## src/rtl/sp_guarded.sv

```systemverilog
// Guarded full-descending stack pointer with range limits, load and a FAULT freeze.
// Optional low-water-mark register enabled by defining SP_WATERMARK_EN.
//
//   state   | meaning
//   S_RUN   | normal push/pop/load operation
//   S_FAULT | frozen after overflow/underflow/bad load; waits for clr_fault or a valid ld
module sp_guarded #(
  parameter int                 WIDTH       = 16,
  parameter logic [WIDTH-1:0]   TOP_ADDR    = 'h01FF,
  parameter logic [WIDTH-1:0]   BOTTOM_ADDR = 'h0100,
  parameter logic [WIDTH-1:0]   STEP        = 'h0001
) (
  input  logic             clk,
  input  logic             rst,
  input  logic             inc,
  input  logic             dec,
  input  logic             ld,
  input  logic [WIDTH-1:0] ld_val,
  input  logic             clr_fault,
  output logic [WIDTH-1:0] out,
  output logic             empty,
  output logic             full,
  output logic             fault,
  output logic [1:0]       fault_cause,
  output logic [WIDTH-1:0] wm,
  input  logic             wm_clr
);

  typedef enum logic {S_RUN, S_FAULT} state_t;

  localparam logic [1:0] CAUSE_NONE  = 2'b00;
  localparam logic [1:0] CAUSE_OVF   = 2'b01;
  localparam logic [1:0] CAUSE_UNF   = 2'b10;
  localparam logic [1:0] CAUSE_BADLD = 2'b11;

  state_t           state_q, state_d;
  logic [WIDTH-1:0] out_q, out_d;
  logic             fault_q, fault_d;
  logic [1:0]       cause_q, cause_d;

  logic [WIDTH:0]   top_gap, bot_gap;
  logic             ld_ok;

  // Widened subtraction keeps the limit tests free of wrap-around.
  assign top_gap = {1'b0, TOP_ADDR} - {1'b0, out_q};
  assign bot_gap = {1'b0, out_q} - {1'b0, BOTTOM_ADDR};
  assign empty   = top_gap < {1'b0, STEP};
  assign full    = bot_gap < {1'b0, STEP};
  assign ld_ok   = ({1'b0, ld_val} >= {1'b0, BOTTOM_ADDR}) &&
                   ({1'b0, ld_val} <= {1'b0, TOP_ADDR});

  always_comb begin
    state_d = state_q;
    out_d   = out_q;
    fault_d = fault_q;
    cause_d = cause_q;
    unique case (state_q)
      S_RUN: begin
        if (ld) begin
          if (ld_ok) begin
            out_d = ld_val;
          end else begin
            state_d = S_FAULT;
            fault_d = 1'b1;
            cause_d = CAUSE_BADLD;
          end
        end else if (dec && !inc) begin
          if (full) begin
            state_d = S_FAULT;
            fault_d = 1'b1;
            cause_d = CAUSE_OVF;
          end else begin
            out_d = out_q - STEP;
          end
        end else if (inc && !dec) begin
          if (empty) begin
            state_d = S_FAULT;
            fault_d = 1'b1;
            cause_d = CAUSE_UNF;
          end else begin
            out_d = out_q + STEP;
          end
        end
      end
      S_FAULT: begin
        // A load overrides clr_fault here: it alone decides the outcome.
        if (ld) begin
          if (ld_ok) begin
            out_d   = ld_val;
            state_d = S_RUN;
            fault_d = 1'b0;
            cause_d = CAUSE_NONE;
          end else begin
            cause_d = CAUSE_BADLD;
          end
        end else if (clr_fault) begin
          state_d = S_RUN;
          fault_d = 1'b0;
          cause_d = CAUSE_NONE;
        end
      end
      default: begin
        state_d = S_RUN;
      end
    endcase
  end

  always_ff @(posedge clk) begin
    if (rst) begin
      state_q <= S_RUN;
      out_q   <= TOP_ADDR;
      fault_q <= 1'b0;
      cause_q <= CAUSE_NONE;
    end else begin
      state_q <= state_d;
      out_q   <= out_d;
      fault_q <= fault_d;
      cause_q <= cause_d;
    end
  end

  assign out         = out_q;
  assign fault       = fault_q;
  assign fault_cause = cause_q;

`ifdef SP_WATERMARK_EN
  logic [WIDTH-1:0] wm_q, wm_d;

  always_comb begin
    wm_d = wm_q;
    if (wm_clr) begin
      wm_d = out_d;
    end else if (out_d < wm_q) begin
      wm_d = out_d;
    end
  end

  always_ff @(posedge clk) begin
    if (rst) begin
      wm_q <= TOP_ADDR;
    end else begin
      wm_q <= wm_d;
    end
  end

  assign wm = wm_q;
`else
  logic unused_wm_clr;
  assign unused_wm_clr = wm_clr;
  assign wm            = TOP_ADDR;
`endif

endmodule

```

## config.mk

```make
export PLATFORM = sky130hd
export DESIGN_NAME = sp_guarded
export DESIGN_NICKNAME = d
export VERILOG_FILES = /design/src/rtl/sp_guarded.sv
export SDC_FILE = /design/constraint.sdc
export NUM_CORES = 1
export LEC_CHECK = 0
export BUFFER_PORTS_ARGS = -buffer_cell sky130_fd_sc_hd__buf_2
export CAP_MARGIN = 0
export CORE_ASPECT_RATIO = 0.6
export CORE_MARGIN = 1
export CORE_UTILIZATION = 40
export CTS_BUF_LIST = sky130_fd_sc_hd__clkbuf_8
export DETAILED_ROUTE_END_ITERATION = 16
export GPL_TIMING_DRIVEN = 0
export PLACE_DENSITY = 0.75
export SLEW_MARGIN = 20
export SYNTH_ARGS = -nofsm -noshare
export SYNTH_HDL_FRONTEND = slang
export SYNTH_SLANG_ARGS = --single-unit
```

## constraint.sdc

```tcl
create_clock -name clk -period 4 [get_ports clk]
set_input_delay 0.4 -clock clk [delete_from_list [all_inputs] [get_ports clk]]
set_output_delay 0.4 -clock clk [all_outputs]
set_load 0.01 [all_outputs]
```

==> impl_metrics.tcl, run 1 <==
set metrics [dict create \
    arrival_ps 3410 \
    fin_nets 349 \
    synth_top_area_share_pct 20.5 \
    hold_viol_final 0 \
    cts.repair.resized 0 \
    status "finished clean" \
    place_hpwl_um 4420 \
    rsz0062_at_grt "false" \
    yosys_most_used_dff "dfxtp_1" \
    final_cell_area_um2 2350 \
    path_clk_slew_ps 80 \
    dr.pass1.iters 4 \
    vias 2074 \
    crit_type "primary input to flop" \
    io_buffers 42 \
    yosysTopAreaCell "dfxtp_1" \
    fin_skew_ps 6.30 \
    critPathCaptureType "flop" \
    cts_hold_buffers 0 \
    final_util_pct 50.7 \
    cp_common_cell "o31a_1" \
    tightest_slew_ps 569 \
    yosysSeqAreaShare_pct 20.5 \
    rows 19 \
    grt-ovfl-total 0 \
    grt_start_max_net_pins 16 \
    fin_cells 372 \
    die_x_um 92.2 \
    regArea_um2 400 \
    leakage_nw 1.11 \
    finalMaxSlewViolations 0 \
    hold_ws_ps 355 \
    cp_cell_sequence "buf_2 -> nand2b_1 -> inv_1 -> ha_1 -> nor2b_1 -> o31a_1 -> o31a_1 -> a41oi_1 -> o21ai_0 -> xor2_1 -> a22o_1" \
    synthArstFlopShare_pct 0 \
    timing.setup.tns_ps 0 \
    gp_congestion 0.945 \
    drive_above_1_share_pct 23.6 \
    setup_viol 0 \
    critPathLaunchType "primary input" \
    dp.cells 368 \
    dr.first_iter.drc_count 167 \
    syn_area_um2 1950 \
    syn_area_per_cell_um2 7.84 \
    pwr_density_cell_nw_per_um2 304 \
    yosysWarnings 0 \
    io_pins 60 \
    numCtsBuffers 3 \
    finalCritPeriodShare_pct 80.8 \
    synth-seq-cells 20 \
    grt_use_total_pct 23.1 \
    critical_path_required_ps 4170 \
    hp-class "primary input to flop" \
    first_global_vias 1821 \
    wirelength_um 5740 \
    placed_area_um2 2290 \
    postSynthCellCount 249 \
    initial_utilization_pct 42.1 \
    ant_nets 0 \
    core_area_um2 4640 \
    grt_pass1_wl_um 9270 \
    wl_per_cell_um 15.4 \
    synth_edf_count 0 \
    ys_types 56 \
    worstSkewPairLatency_ps 270 \
    cts_setup_buffers 0 \
    drc_errors 0 \
    clock_path_buffers 2 \
    min_path_cells 3 \
    cp_slowest_cell "inv_1" \
    cts_root_buf "clkbuf_8" \
    fmax_mhz 309 \
    max_stage_delay_ps 500 \
    ir_worst_vdd_v 0.000142 \
    htree_levels 1 \
    via_per_inst 5.58 \
    slew-limit-headroom_pct 62.0 \
    fillCellCount 468 \
    antenna_cells 0 \
    r2r_cells 9 \
    cts_sinks 20 \
    antenna_found_initial 0 \
    multi_input_area_um2 1430 \
    die-area_um2 5170 \
    synth_area_leaders "dfxtp_1 21%, ha_1 9.6%, buf_4 6.9%" \
    die_y_um 56.1 \
    period_needed_ps 3230 \
    area_growth_pct 20.3 \
    cts_tree "yes" \
    synthTopCellsByCount "22 x a21oi_1, 22 x nand2_1, 20 x dfxtp_1, 18 x buf_4" \
    crit_fanout 15 \
    cap_violations 0 \
]
-- cell type report --
class	instances	area share [%]
Multi-Input combinational cell	215	60.9
Sequential cell	20	17.0
Timing Repair Buffer	42	8.95
Buffer	20	6.07
Tap cell	63	3.36
Clock buffer	4	2.34
Inverter	8	1.28
-- state kept, by name, summed over array words and instances, names as in the netlist --
register	flops
state_q	1
fault	1
out	16
fault_cause	2
-- layout by cell type, fill, tap and decap left out, types with 6 or more instances in the layout --
master,netlist,final
a21oi_1,22,22
nand2_1,22,22
buf_4,18,18
nor3_1,7,7
inv_1,8,8
ha_1,15,15
nand3_1,6,6
buf_2,0,42
dfxtp_1,20,20
a21o_1,8,8
nor2_1,13,13
xnor2_1,10,10
o21ai_0,15,15
conb_1,2,16
-- logic make-up after synthesis --
family	synth area share (%)
other cells	0.385
compound gates	31.2
fa+ha+maj	10.6
flops	20.5
xor+xnor	6.28
simple gates	22.1
buf+inv	8.85
-- where the power goes --
part	switching [mW]	leakage [nW]	internal (mW)	total (mW)
sequential	0.0263	0.164	0.216	0.242
clock	0.0761	0.0288	0.0881	0.164
combinational	0.172	0.916	0.136	0.308
-- final timing paths --
path	from	endpoint	slack, ps
max	inc	out[14]	770
min	ld_val[0]	out[0]	350
max reg2reg	out[0]	out[14]	1380
min reg2reg	fault_cause[1]	fault_cause[1]	490
-- critical path: cells and delay by family --
kind	cells	cell delay [ps]
compound gates	5	1380
buf+inv	2	620
simple gates	2	460
fa+ha+maj	1	380
xor+xnor	1	160
-- stage by stage --
stage          setup WS [ps]  total power [mW]
4_1_cts                  868             0.709
5_1_grt                  529             0.753
2_1_floorplan           1220             0.462
6_report                 766             0.715
3_5_place_dp             592             0.546
3_3_place_gp             609             0.540
-- routing by layer --
metal	GRT usage (%)	wire length (um)
met1	34.5	2870
met2	33.7	2400
met3	4.92	428
met4	4.91	40
met5	0	0
Power figures use the tool's default switching activity.
==> inputs of run 2 (changes only) <==
- PLACE_DENSITY: 0.75 -> 0.77
- clock period: 4 -> 2.8 ns (I/O delays scaled with it)
==> run 2 against run 1 <==
- sequential power rose by 43%
- clock power rose by 41%
- largest cell class unchanged
- first-iteration DRC count fell by 2.4%
- total power rose by 43%
- global-route usage fell by 0.94 points
- clock skew fell by 1.4 ps
- setup slack got worse by 620 ps
- wire length fell by 3.3%
- register-to-register slack got worse by 1200 ps
- design area rose by 1.5%
- worst hold slack got worse by 120 ps
- combinational power rose by 44%
==> impl_metrics.tcl, run 2 (same netlist as run 1, synthesis figures left out) <==
set metrics [dict create \
    antenna_cells 0 \
    final_util_pct 51.4 \
    largest_reg_flops 16 \
    finalMaxSlewViolations 0 \
    status "finished clean" \
    core_area_um2 4640 \
    finalCritPeriodShare_pct 94.8 \
    setup_viol 0 \
    hold_viol_final 0 \
    path_clk_slew_ps 80 \
    hold_ws_ps 231 \
    ir_worst_vdd_v 0.000194 \
    first_global_vias 1772 \
    dr.pass1.iters 4 \
    grt_pass1_wl_um 8940 \
    via_per_inst 5.53 \
    crit_fanout 5 \
    hp-class "primary input to flop" \
    grt_use_total_pct 22.1 \
    die-area_um2 5170 \
    initial_utilization_pct 42.1 \
    drive_above_1_share_pct 25.3 \
    fmax_mhz 377 \
    final_common_cell "buf_2" \
    cts_root_buf "clkbuf_8" \
    fin_skew_ps 4.93 \
    critical_path_required_ps 2970 \
    place_hpwl_um 4330 \
    worstSkewPairLatency_ps 270 \
    io_buffers 42 \
    wirelength_um 5550 \
    pwr_density_cell_nw_per_um2 427 \
    leakage_nw 1.12 \
    placed_area_um2 2290 \
    clock_path_buffers 2 \
    cap_violations 0 \
    intPower_uw 633 \
    dr.first_iter.drc_count 163 \
    layout_common_cells "42 x buf_2, 22 x nand2_1, 22 x a21oi_1" \
    fillCellCount 453 \
    drc_errors 0 \
    cts_sinks 20 \
    crit_type "primary input to flop" \
    rows 19 \
    p_seq_share_pct 33.8 \
    die_y_um 56.1 \
    period_needed_ps 2650 \
    vias 2073 \
    tightest_slew_ps 577 \
    timing.setup.tns_ps 0 \
    gp_congestion 0.835 \
    antenna_found_initial 0 \
    p_total_mw 1.02 \
    switching_power_uw 386 \
    numCtsBuffers 3 \
    htree_levels 1 \
    grt_start_max_net_pins 12 \
    slew-limit-headroom_pct 61.5 \
    critPathLaunchType "primary input" \
    io_pins 60 \
    cts_tree "yes" \
    critPathCaptureType "flop" \
    switching_share_pct 37.9 \
    p_comb_share_pct 43.4 \
    final_cell_area_um2 2380 \
    fin_nets 352 \
    rsz0062_at_grt "false" \
    die_x_um 92.2 \
    power_frac_clock_pct 22.7 \
    area_growth_pct 22.2 \
    ant_nets 0 \
    arrival_ps 2820 \
    grt-ovfl-total 0 \
    wl_per_cell_um 14.8 \
]
[run 2: changes by cell type in the layout (fill, tap and decap cells not counted), sizes merged]
cell      delta
buf          +3
inv          -1
clkinvlp     +1
[run 2: final timing paths]
kind,from,slack (ps),end,cells after the start
worst min register to register,fault_cause[1],500,fault_cause[1],2
worst max-delay path,inc,150,out[14],11
worst min-delay path,ld_val[1],230,out[1],3
worst max register to register,out[0],160,out[14],9
[run 2: through the flow]
step | cells | setup WS (ps)
2_1_floorplan | 263 | 145
3_3_place_gp | 368 | -517
3_5_place_dp | 368 | -563
4_1_cts | 375 | 105
5_1_grt | 375 | 41.2
6_report | 375 | 145
[run 2: power by group through the flow]
| stage | clock network [mW] | registers [mW] | logic, mW |
|---|---|---|---|
| 5_1_grt | 0.248 | 0.349 | 0.486 |
| 3_5_place_dp | 0 | 0.350 | 0.425 |
| 6_report | 0.232 | 0.345 | 0.443 |
| 4_1_cts | 0.235 | 0.344 | 0.433 |
| 2_1_floorplan | 0 | 0.351 | 0.308 |
| 3_3_place_gp | 0 | 0.350 | 0.420 |
[run 2: cell type report]
class	instances	area, um^2	share of cell area [%]
Sequential cell	20	400	16.8
Multi-Input combinational cell	215	1440	60.4
Tap cell	63	78.8	3.31
Buffer	20	143	5.98
Clock buffer	4	55.1	2.31
Timing Repair Buffer	45	233	9.76
Inverter	8	33.8	1.42
[run 2: critical path, cell delays in order]
cell	delay, ps
buf_2	110
nand2b_2	230
clkinvlp_4	180
ha_1	360
nor2b_1	190
o31a_1	280
o31a_1	320
a41oi_2	310
o21ai_0	160
xor2_1	160
a22o_1	240
[run 2: timing repair]
action / in CTS / in global routing
hold buffers: 0 / 0
resized for setup: 2 / 2
endpoints found under the setup margin: 6 / 2
setup buffers: 3 / 0
[run 2: routing by layer]
| metal | up-vias | GRT usage, % | part of all wire, % |
|---|---|---|---|
| met1 | 943 | 34.6 | 51 |
| met2 | 95 | 30.4 | 39 |
| met4 | 0 | 3.57 | 0.47 |
| met3 | 5 | 5.46 | 9.6 |
| met5 | - | 0 | 0 |
| li1 | 1030 | - | - |
